==> src/rtl/samuelm_pwm_pkg.sv <==
// Shared constants and pin-level config payload for the 12-bit PWM generator.
package samuelm_pwm_pkg;

   localparam int unsigned PWM_W = 12;

   localparam logic SEL_DUTY   = 1'b0;
   localparam logic SEL_PERIOD = 1'b1;

   localparam logic [PWM_W-1:0] DUTY_RST   = 12'h000;
   localparam logic [PWM_W-1:0] PERIOD_RST = 12'hFFF;

   // Config write as seen on {uio_in, ui_in}.
   typedef struct packed {
      logic             wr_en;
      logic             sel;
      logic [1:0]       rsvd;
      logic [PWM_W-1:0] data;
   } cfg_bus_t;

   function automatic cfg_bus_t unpack_pins(input logic [7:0] ui, input logic [7:0] uio);
      cfg_bus_t c;
      c.wr_en = uio[7];
      c.sel   = uio[6];
      c.rsvd  = uio[5:4];
      c.data  = {uio[3:0], ui};
      return c;
   endfunction

endpackage

==> src/rtl/samuelm_pwm_core.sv <==
// Free-running counter compared against duty/period; registered PWM output.
module samuelm_pwm_core
   import samuelm_pwm_pkg::*;
#(
   parameter int unsigned W = PWM_W
) (
   input  logic         clk,
   input  logic         rst_n,
   input  logic [W-1:0] duty_i,
   input  logic [W-1:0] period_i,
   output logic         pwm_o
);

   logic [W-1:0] counter_q, counter_d;
   logic         pwm_q, pwm_d;

   // Wrap uses whatever period is live this edge, so lowering it below the count wraps immediately.
   always_comb begin
      counter_d = counter_q + W'(1);
      if (counter_q >= period_i) begin
         counter_d = '0;
      end
      pwm_d = (counter_q < duty_i);
   end

   always_ff @(posedge clk or negedge rst_n) begin
      if (!rst_n) begin
         counter_q <= '0;
         pwm_q     <= 1'b0;
      end else begin
         counter_q <= counter_d;
         pwm_q     <= pwm_d;
      end
   end

   assign pwm_o = pwm_q;

endmodule

==> src/rtl/samuelm_pwm_generator.sv <==
// Tiny Tapeout wrapper: pin unpacking, duty/period config registers and PWM core.
module samuelm_pwm_generator
   import samuelm_pwm_pkg::*;
(
   input  logic       clk,
   input  logic       rst_n,
   input  logic       ena,
   input  logic [7:0] ui_in,
   input  logic [7:0] uio_in,
   output logic [7:0] uo_out,
   output logic [7:0] uio_out,
   output logic [7:0] uio_oe
);

   localparam int unsigned WIDTH = PWM_W;

   cfg_bus_t         cfg;
   logic [WIDTH-1:0] duty_q, duty_d;
   logic [WIDTH-1:0] period_q, period_d;
   logic             pwm;
   logic             unused_inputs;

   assign cfg           = unpack_pins(ui_in, uio_in);
   assign unused_inputs = ^{ena, cfg.rsvd};

   always_comb begin
      duty_d   = duty_q;
      period_d = period_q;
      if (cfg.wr_en) begin
         if (cfg.sel == SEL_DUTY) begin
            duty_d = cfg.data;
         end else begin
            period_d = cfg.data;
         end
      end
   end

   always_ff @(posedge clk or negedge rst_n) begin
      if (!rst_n) begin
         duty_q   <= DUTY_RST;
         period_q <= PERIOD_RST;
      end else begin
         duty_q   <= duty_d;
         period_q <= period_d;
      end
   end

   samuelm_pwm_core #(
      .W (WIDTH)
   ) u_core (
      .clk      (clk),
      .rst_n    (rst_n),
      .duty_i   (duty_q),
      .period_i (period_q),
      .pwm_o    (pwm)
   );

   // All uio pins are inputs; only uo_out[0] carries a signal.
   assign uo_out  = {7'b0, pwm};
   assign uio_out = 8'h00;
   assign uio_oe  = 8'h00;

endmodule

==> config.mk <==
export PLATFORM = sky130hd
export DESIGN_NAME = samuelm_pwm_generator
export DESIGN_NICKNAME = d
export VERILOG_FILES = /design/src/rtl/samuelm_pwm_pkg.sv /design/src/rtl/samuelm_pwm_core.sv /design/src/rtl/samuelm_pwm_generator.sv
export SDC_FILE = /design/constraint.sdc
export NUM_CORES = 1
export LEC_CHECK = 0
export ABC_AREA = 1
export BUFFER_PORTS_ARGS = -buffer_cell sky130_fd_sc_hd__buf_2
export CAP_MARGIN = 20
export CORE_ASPECT_RATIO = 0.8
export CORE_MARGIN = 2
export CORE_UTILIZATION = 40
export DETAILED_ROUTE_END_ITERATION = 8
export GPL_TIMING_DRIVEN = 0
export PLACE_DENSITY_LB_ADDON = 0.05
export SYNTH_ARGS = -nofsm -noshare
export SYNTH_HDL_FRONTEND = slang
export SYNTH_SLANG_ARGS = --single-unit
==> constraint.sdc <==
create_clock -name clk -period 3.8 [get_ports clk]
set_input_delay 0 -clock clk [delete_from_list [all_inputs] [get_ports clk]]
set_output_delay 0 -clock clk [all_outputs]
set_load 0.05 [all_outputs]
==> flow_summary.toml, run 1 <==
[finish]
layout-drive-gt1-share_pct = 18.4
diodes = 0
final_net_count = 384
final.fill_count = 564
area_delta_synth_final_pct = 20.5

[setup_path]
cp-start-kind = "flip-flop"
critPathBufInv = 2
cp.arrival_ps = 1880
max_stage_delay_ps = 530
worstSetupPathType = "flip-flop to flip-flop"
crit_chain = "inv_1 > ha_1 > nand2_1 > nor2_1 > nand2_1 > nor2_1 > nand2_1 > nand2_2 > buf_6 > nor2_1"
worstSetupEndpointType = "flip-flop"
crit_family = "simple AND/OR/NAND/NOR gates"
r2r_slack_ps = 2100
cpMaxStageDelayCell = "dfstp_2"
cp_max_fo = 10
critPathRequiredTime_ps = 3980

[clock_tree]
ctsResizeCount = 0
clk_pin_slew_ps = 70
root_buffer = "clkbuf_8"
cts.sink_count = 37
htree_levels = 2
clkLatencyLatePin_ps = 280
cts_tree = "done"
cts_buffers = 5
clockBufferDepth = 2

[routing]
viasPerCell = 4.08
drt-pass1-iter-count = 4
wl_met2_mm = 1.94
wl_per_cell_um = 11.0
wl_met1_mm = 2.52
drc = 0
wl_mm = 4.61
dr_total_vias = 1714
ant_nets = 0
drt_iter0_drc = 58
wl_met3_um = 120
routed.top_layer = "met4"

[global_route]
grt.overflow.total = 0
grt_max_degree = 38
grt_pass1_wl_mm = 7.76
first_global_vias = 1640
grtUsageTotal_pct = 16.0
antenna_found_initial = 0

[sta]
fmax_ghz = 0.588
hold_violations = 0
setup_viol = 0
clock_skew_ps = 5.73
fin_crit_ps = 1700
tightest_slew_ps = 850
fin_tns_setup_ps = 0
period_share_pct = 44.8
slew_headroom_pct = 43.3
final_max_slew_viol_count = 0
rsz0062_at_grt = "no"

[synthesis]
synthXorXnorAreaFrac_pct = 3.44
synth-edff-count = 0
synth_warnings = 0
synth.most_common_cell = "nand2_1"
synth_top_area_cell = "dfrtp_1"
synthSimpleGateAreaFrac_pct = 17.8
async_reset_ff_share_pct = 100
synth-seq-cells = 37
yosysTopAreaCellShare_pct = 27.3
ys_top_cells_by_count = "nand2_1 (65), inv_1 (50), dfrtp_1 (25)"
synth_compound_area_share_pct = 7.31
synth_cell_types = 22
avgSynthCellArea_um2 = 8.11
yosysSeqAreaShare_pct = 41.0
ys.flop_type = "dfrtp_1"
synth_fa_ha_area_share_pct = 13.1
synth_mux_area_share_pct = 0
syn_inst = 283
synth_top_family_by_area = "simple AND/OR/NAND/NOR gates"
netlist_top_cells_area = "dfrtp_1 (27%), dfstp_2 (14%), ha_1 (13%)"
synth_area_um2 = 2290

[placed_design]
hpwl_mm = 3.42
place.gp.congestion = 0.774
port_buffers = 16

[floorplan]
initial_core_util_pct = 41.8
core_area_um2 = 5500
fp.dieH_um = 71.7
die_area_um2 = 6360
row_count = 24
die_x_um = 88.7
pin_count = 43

[hold_path]
hp-class = "input pin to flip-flop"

[run]
cap_viol_max_count = 0

[power]
ir_worst_vdd_uv = 234
p_per_area_nw_per_um2 = 467
leakagePower_nw = 1.51
power_mw = 1.29

[run_status]
status = "completed"
-- path summary, 6_finish.rpt --
kind                            depth (start not counted)                startpoint                       endpoint
worst max-delay path                                   10  period_q[11]$_DFFE_PN1P_  u_core.counter_q[2]$_DFF_PN0_
worst min-delay path                                    4                 uio_in[7]        period_q[0]$_DFFE_PN1P_
worst max register to register                         10  period_q[11]$_DFFE_PN1P_  u_core.counter_q[2]$_DFF_PN0_
worst min register to register                          2     duty_q[5]$_DFFE_PN0P_          duty_q[5]$_DFFE_PN0P_
max in group asynchronous                               2                     rst_n          duty_q[2]$_DFFE_PN0P_
min in group asynchronous                               2                     rst_n  u_core.counter_q[1]$_DFF_PN0_
-- metal layers --
| metal | vias up | global-route usage (%) |
|---|---|---|
| met5 | - | 0 |
| li1 | 936 | - |
| met4 | 0 | 4.04 |
| met3 | 5 | 3.46 |
| met2 | 24 | 23.1 |
| met1 | 749 | 24.5 |
-- cell families (layout without fill, tap and decap cells) --
kind of cell               Yosys count  after routing
other                                1             23
and+or+nand+nor                    100            100
adders and majority gates           24             24
xor gates and xnor gates             9              9
buffers and inverters               79            116
DFF                                 37             37
AOI/OAI and AO/OA                   33             33
-- power by group --
part           switching, mW  internal, mW
clock                  0.136         0.130
combinational          0.268         0.189
sequential            0.0897         0.478
total                  0.493         0.797
-- cell usage in the layout, fill, tap and decap left out, types with 2 or more instances in the layout --
cell           count
clkbuf_1           6
o21ai_0           24
dlygate4sd3_1     13
inv_1             50
dfrtp_1           25
buf_4             24
nand2_2            2
clkbuf_8           5
buf_2             17
xnor2_1            2
a21oi_1            8
ha_1              24
dfstp_2           12
nand2_1           65
nand3_1            8
conb_1            23
nor2_1            21
xor2_1             7
-- what timing repair did --
item / 4_1_cts / 5_1_grt
buffers inserted: 0 / 0
endpoints found under the hold margin: 48 / 0
hold buffers: 13 / 0
-- per-stage QoR --
| stage | worst slack, ps | hold WS [ps] | cell area (µm²) | utilization, % | instances |
|---|---|---|---|---|---|
| final | 2100 | 102 | 2770 | 50.3 | 420 |
| after global routing | 1920 | 163 | 2770 | 50.3 | 420 |
| after CTS | 2070 | 97.2 | 2770 | 50.3 | 420 |
| after detailed placement | 2090 | 161 | 2550 | 46.5 | 399 |
| after global placement | 2080 | 159 | 2550 | 46.5 | 399 |
| after floorplan | 2240 | -296 | 2380 | - | 305 |
-- final cells by class --
class / instances / area (µm²) / share of cell area, %
plain buffers: 29 / 208 / 7.51
clock buffers: 8 / 80.1 / 2.90
inverters: 50 / 188 / 6.79
multi-input cells: 189 / 1040 / 37.6
flip-flops and latches: 37 / 941 / 34.0
well taps: 78 / 97.6 / 3.53
repair buffers: 29 / 210 / 7.60
-- registers in the layout, summed over array words and instances (netlist names) --
signal            count
duty_q               12
period_q             12
u_core.counter_q     12
u_core.pwm_o          1
-- tightest hold or removal path, cell delays in order --
cell and delay, ps:
buf_2 80, nand2_1 140, nand2_1 90, o21ai_0 70
Power figures use the tool's default switching activity.
==> run 2, diff against run 1 <==
Settings changed: ABC_AREA 1 to 0.
Clock period 3.8 ns to 1.4 ns, I/O delays scaled along.
==> flow_summary.toml, run 2 <==
[run_status]
status = "complete, but fails checks"
failed_checks = "setup timing"

[setup_path]
cp_max_fo = 5
cp.arrival_ps = 2060
critPathRequiredTime_ps = 1610
r2r_end = "u_core.counter_q[3]$_DFF_PN0_"
worstSetupEndpointType = "flip-flop"
cpMaxStageDelayCell = "dfstp_2"
max_stage_delay_ps = 540
crit_chain = "inv_2 > ha_4 > a21o_1 > a21o_1 > a211o_4 > buf_6 > a211oi_2"
critPathBufInv = 2
worstReg2RegStart = "period_q[9]$_DFFE_PN1P_"
cp-start-kind = "flip-flop"
worstSetupPathType = "flip-flop to flip-flop"
crit_family = "compound AO/OA/AOI/OAI gates"
rr_worst_depth = 7
r2r_slack_ps = -460
crit_path_frequent_cell = "a21o_1"

[finish]
reg_top3 = "duty_q (12), period_q (12), u_core.counter_q (12)"
area_delta_synth_final_pct = 25.9
diodes = 0
layout-drive-gt1-share_pct = 35.6
final_net_count = 326
final_cell_mix = "buf_4 (26), inv_1 (23), conb_1 (23)"
final_common_cell = "buf_4"

[sta]
hold_violations = 0
tightest_slew_ps = 859
slew_headroom_pct = 42.7
setup_viol = 13
fin_crit_ps = 1860
fin_tns_setup_ps = -5370
final_max_slew_viol_count = 0
rsz0062_at_grt = "yes"
fmax_ghz = 0.538
worst_slack_ps = -458
clock_skew_ps = 6.96
period_share_pct = 133

[routing]
drc = 0
viasPerCell = 4.40
wl_met3_um = 131
wl_met2_mm = 1.95
drt-pass1-iter-count = 4
drt_iter0_drc = 49
wl_per_cell_um = 12.8
wl_mm = 4.63
wl_met1_mm = 2.50
ant_nets = 0
routed.top_layer = "met4"
dr_total_vias = 1594

[floorplan]
die_area_um2 = 6390
die_x_um = 88.9
row_count = 24
initial_core_util_pct = 41.9
pin_count = 43
core_area_um2 = 5500
fp.dieH_um = 71.9

[global_route]
grtUsageTotal_pct = 15.8
grt_max_degree = 38
grt_pass1_wl_mm = 7.62
grt.overflow.total = 0
antenna_found_initial = 0
first_global_vias = 1498

[synthesis]
async_reset_ff_share_pct = 100
yosysSeqAreaShare_pct = 40.8
synth.most_common_cell = "dfrtp_1"
netlist_top_cells_area = "dfrtp_1 (27%), dfstp_2 (14%), ha_1 (13%)"
syn_inst = 222
synth_area_um2 = 2300
avgSynthCellArea_um2 = 10.4
yosysTopAreaCellShare_pct = 27.1
synth_cell_types = 33
synth-seq-cells = 37
ys_top_cells_by_count = "dfrtp_1 (25), buf_4 (24), ha_1 (24), inv_1 (24), nand2_1 (19)"
synth_top_area_cell = "dfrtp_1"
ys.flop_type = "dfrtp_1"
synth_warnings = 0
synth-edff-count = 0

[placed_design]
place.gp.congestion = 0.735
hpwl_mm = 3.25
port_buffers = 16

[clock_tree]
root_buffer = "clkbuf_8"
clkLatencyLatePin_ps = 290
htree_levels = 2
cts_tree = "done"
cts_buffers = 5
clk_pin_slew_ps = 80
clockBufferDepth = 2
cts.sink_count = 37

[power]
leakagePower_nw = 1.41
power_mw = 4.12
ir_worst_vdd_uv = 1000
p_per_area_nw_per_um2 = 1420

[hold_path]
holdPathStages = 4
hp-class = "input pin to flip-flop"
hp-start = "uio_in[6]"
min_to = "duty_q[1]$_DFFE_PN0P_"

[run]
cap_viol_max_count = 0
==> run 2: how the worst max path moves through the flow <==
stage | endpoint | from | cells after the start
final | u_core.counter_q[3]$_DFF_PN0_ | period_q[9]$_DFFE_PN1P_ | 7
after global routing | u_core.counter_q[3]$_DFF_PN0_ | period_q[9]$_DFFE_PN1P_ | 7
after CTS | u_core.counter_q[1]$_DFF_PN0_ | period_q[9]$_DFFE_PN1P_ | 7
after detailed placement | u_core.counter_q[1]$_DFF_PN0_ | period_q[9]$_DFFE_PN1P_ | 7
after global placement | u_core.counter_q[1]$_DFF_PN0_ | period_q[9]$_DFFE_PN1P_ | 7
after floorplan | u_core.counter_q[10]$_DFF_PN0_ | period_q[9]$_DFFE_PN1P_ | 7
==> run 2: per-stage QoR <==
step	hold slack [ps]	cells	utilization, %	setup WS, ps	cell area (µm²)
CTS	39.4	361	51.8	-468	2850
global route	65.3	362	52.8	-531	2900
detailed placement	162	338	46.7	-479	2560
floorplan	-296	244	-	-364	2390
finish	43.9	362	52.8	-458	2900
global placement	163	338	46.7	-474	2560
==> run 2: cell families after synthesis <==
| logic type | share of synthesized area [%] |
|---|---|
| XOR/XNOR | 3.80 |
| other | 0.163 |
| AND/OR/NAND/NOR | 8.79 |
| adder cells (fa/ha/maj) | 13.0 |
| buffers and inverters | 13.2 |
| multiplexers | 6.35 |
| AO/OA/AOI/OAI | 13.8 |
| flip-flops | 40.8 |
==> run 2: where the power goes <==
group / internal [mW] / switching, mW / leakage [nW]
clock: 0.445 / 0.394 / 0.0542
combinational: 0.789 / 0.931 / 0.926
sequential: 1.33 / 0.238 / 0.431
==> run 2: repair_timing <==
| action | in CTS | in global routing |
|---|---|---|
| gates cloned | 1 | 0 |
| hold endpoints to repair | 49 | 0 |
| hold buffers | 13 | 0 |
| gates resized for setup | 8 | 10 |
| endpoints found under the setup margin | 13 | 13 |
| buffers inserted | 1 | 1 |
| pin swaps | 1 | 3 |
==> run 2: layer usage <==
metal	global-route usage (%)	up-vias
met5	0	-
met4	4.55	0
met3	3.41	7
met2	22.8	20
met1	23.8	731
li1	-	836
==> run 2: cell type report <==
type	count	area, µm²
timing repair buffer	32	236
multi-input combinational	153	1210
clock buffer	7	96.3
inverter	24	90.1
fill	536	2590
sequential	37	946
clock inverter	1	5.00
tap	78	97.6
buffer	30	223
==> run 2: worst reg2reg max path, stage by stage (launching register included) <==
cell,delay (ps)
dfstp_2,540
inv_2,40
ha_4,210
a21o_1,150
a21o_1,180
a211o_4,360
buf_6,150
a211oi_2,140
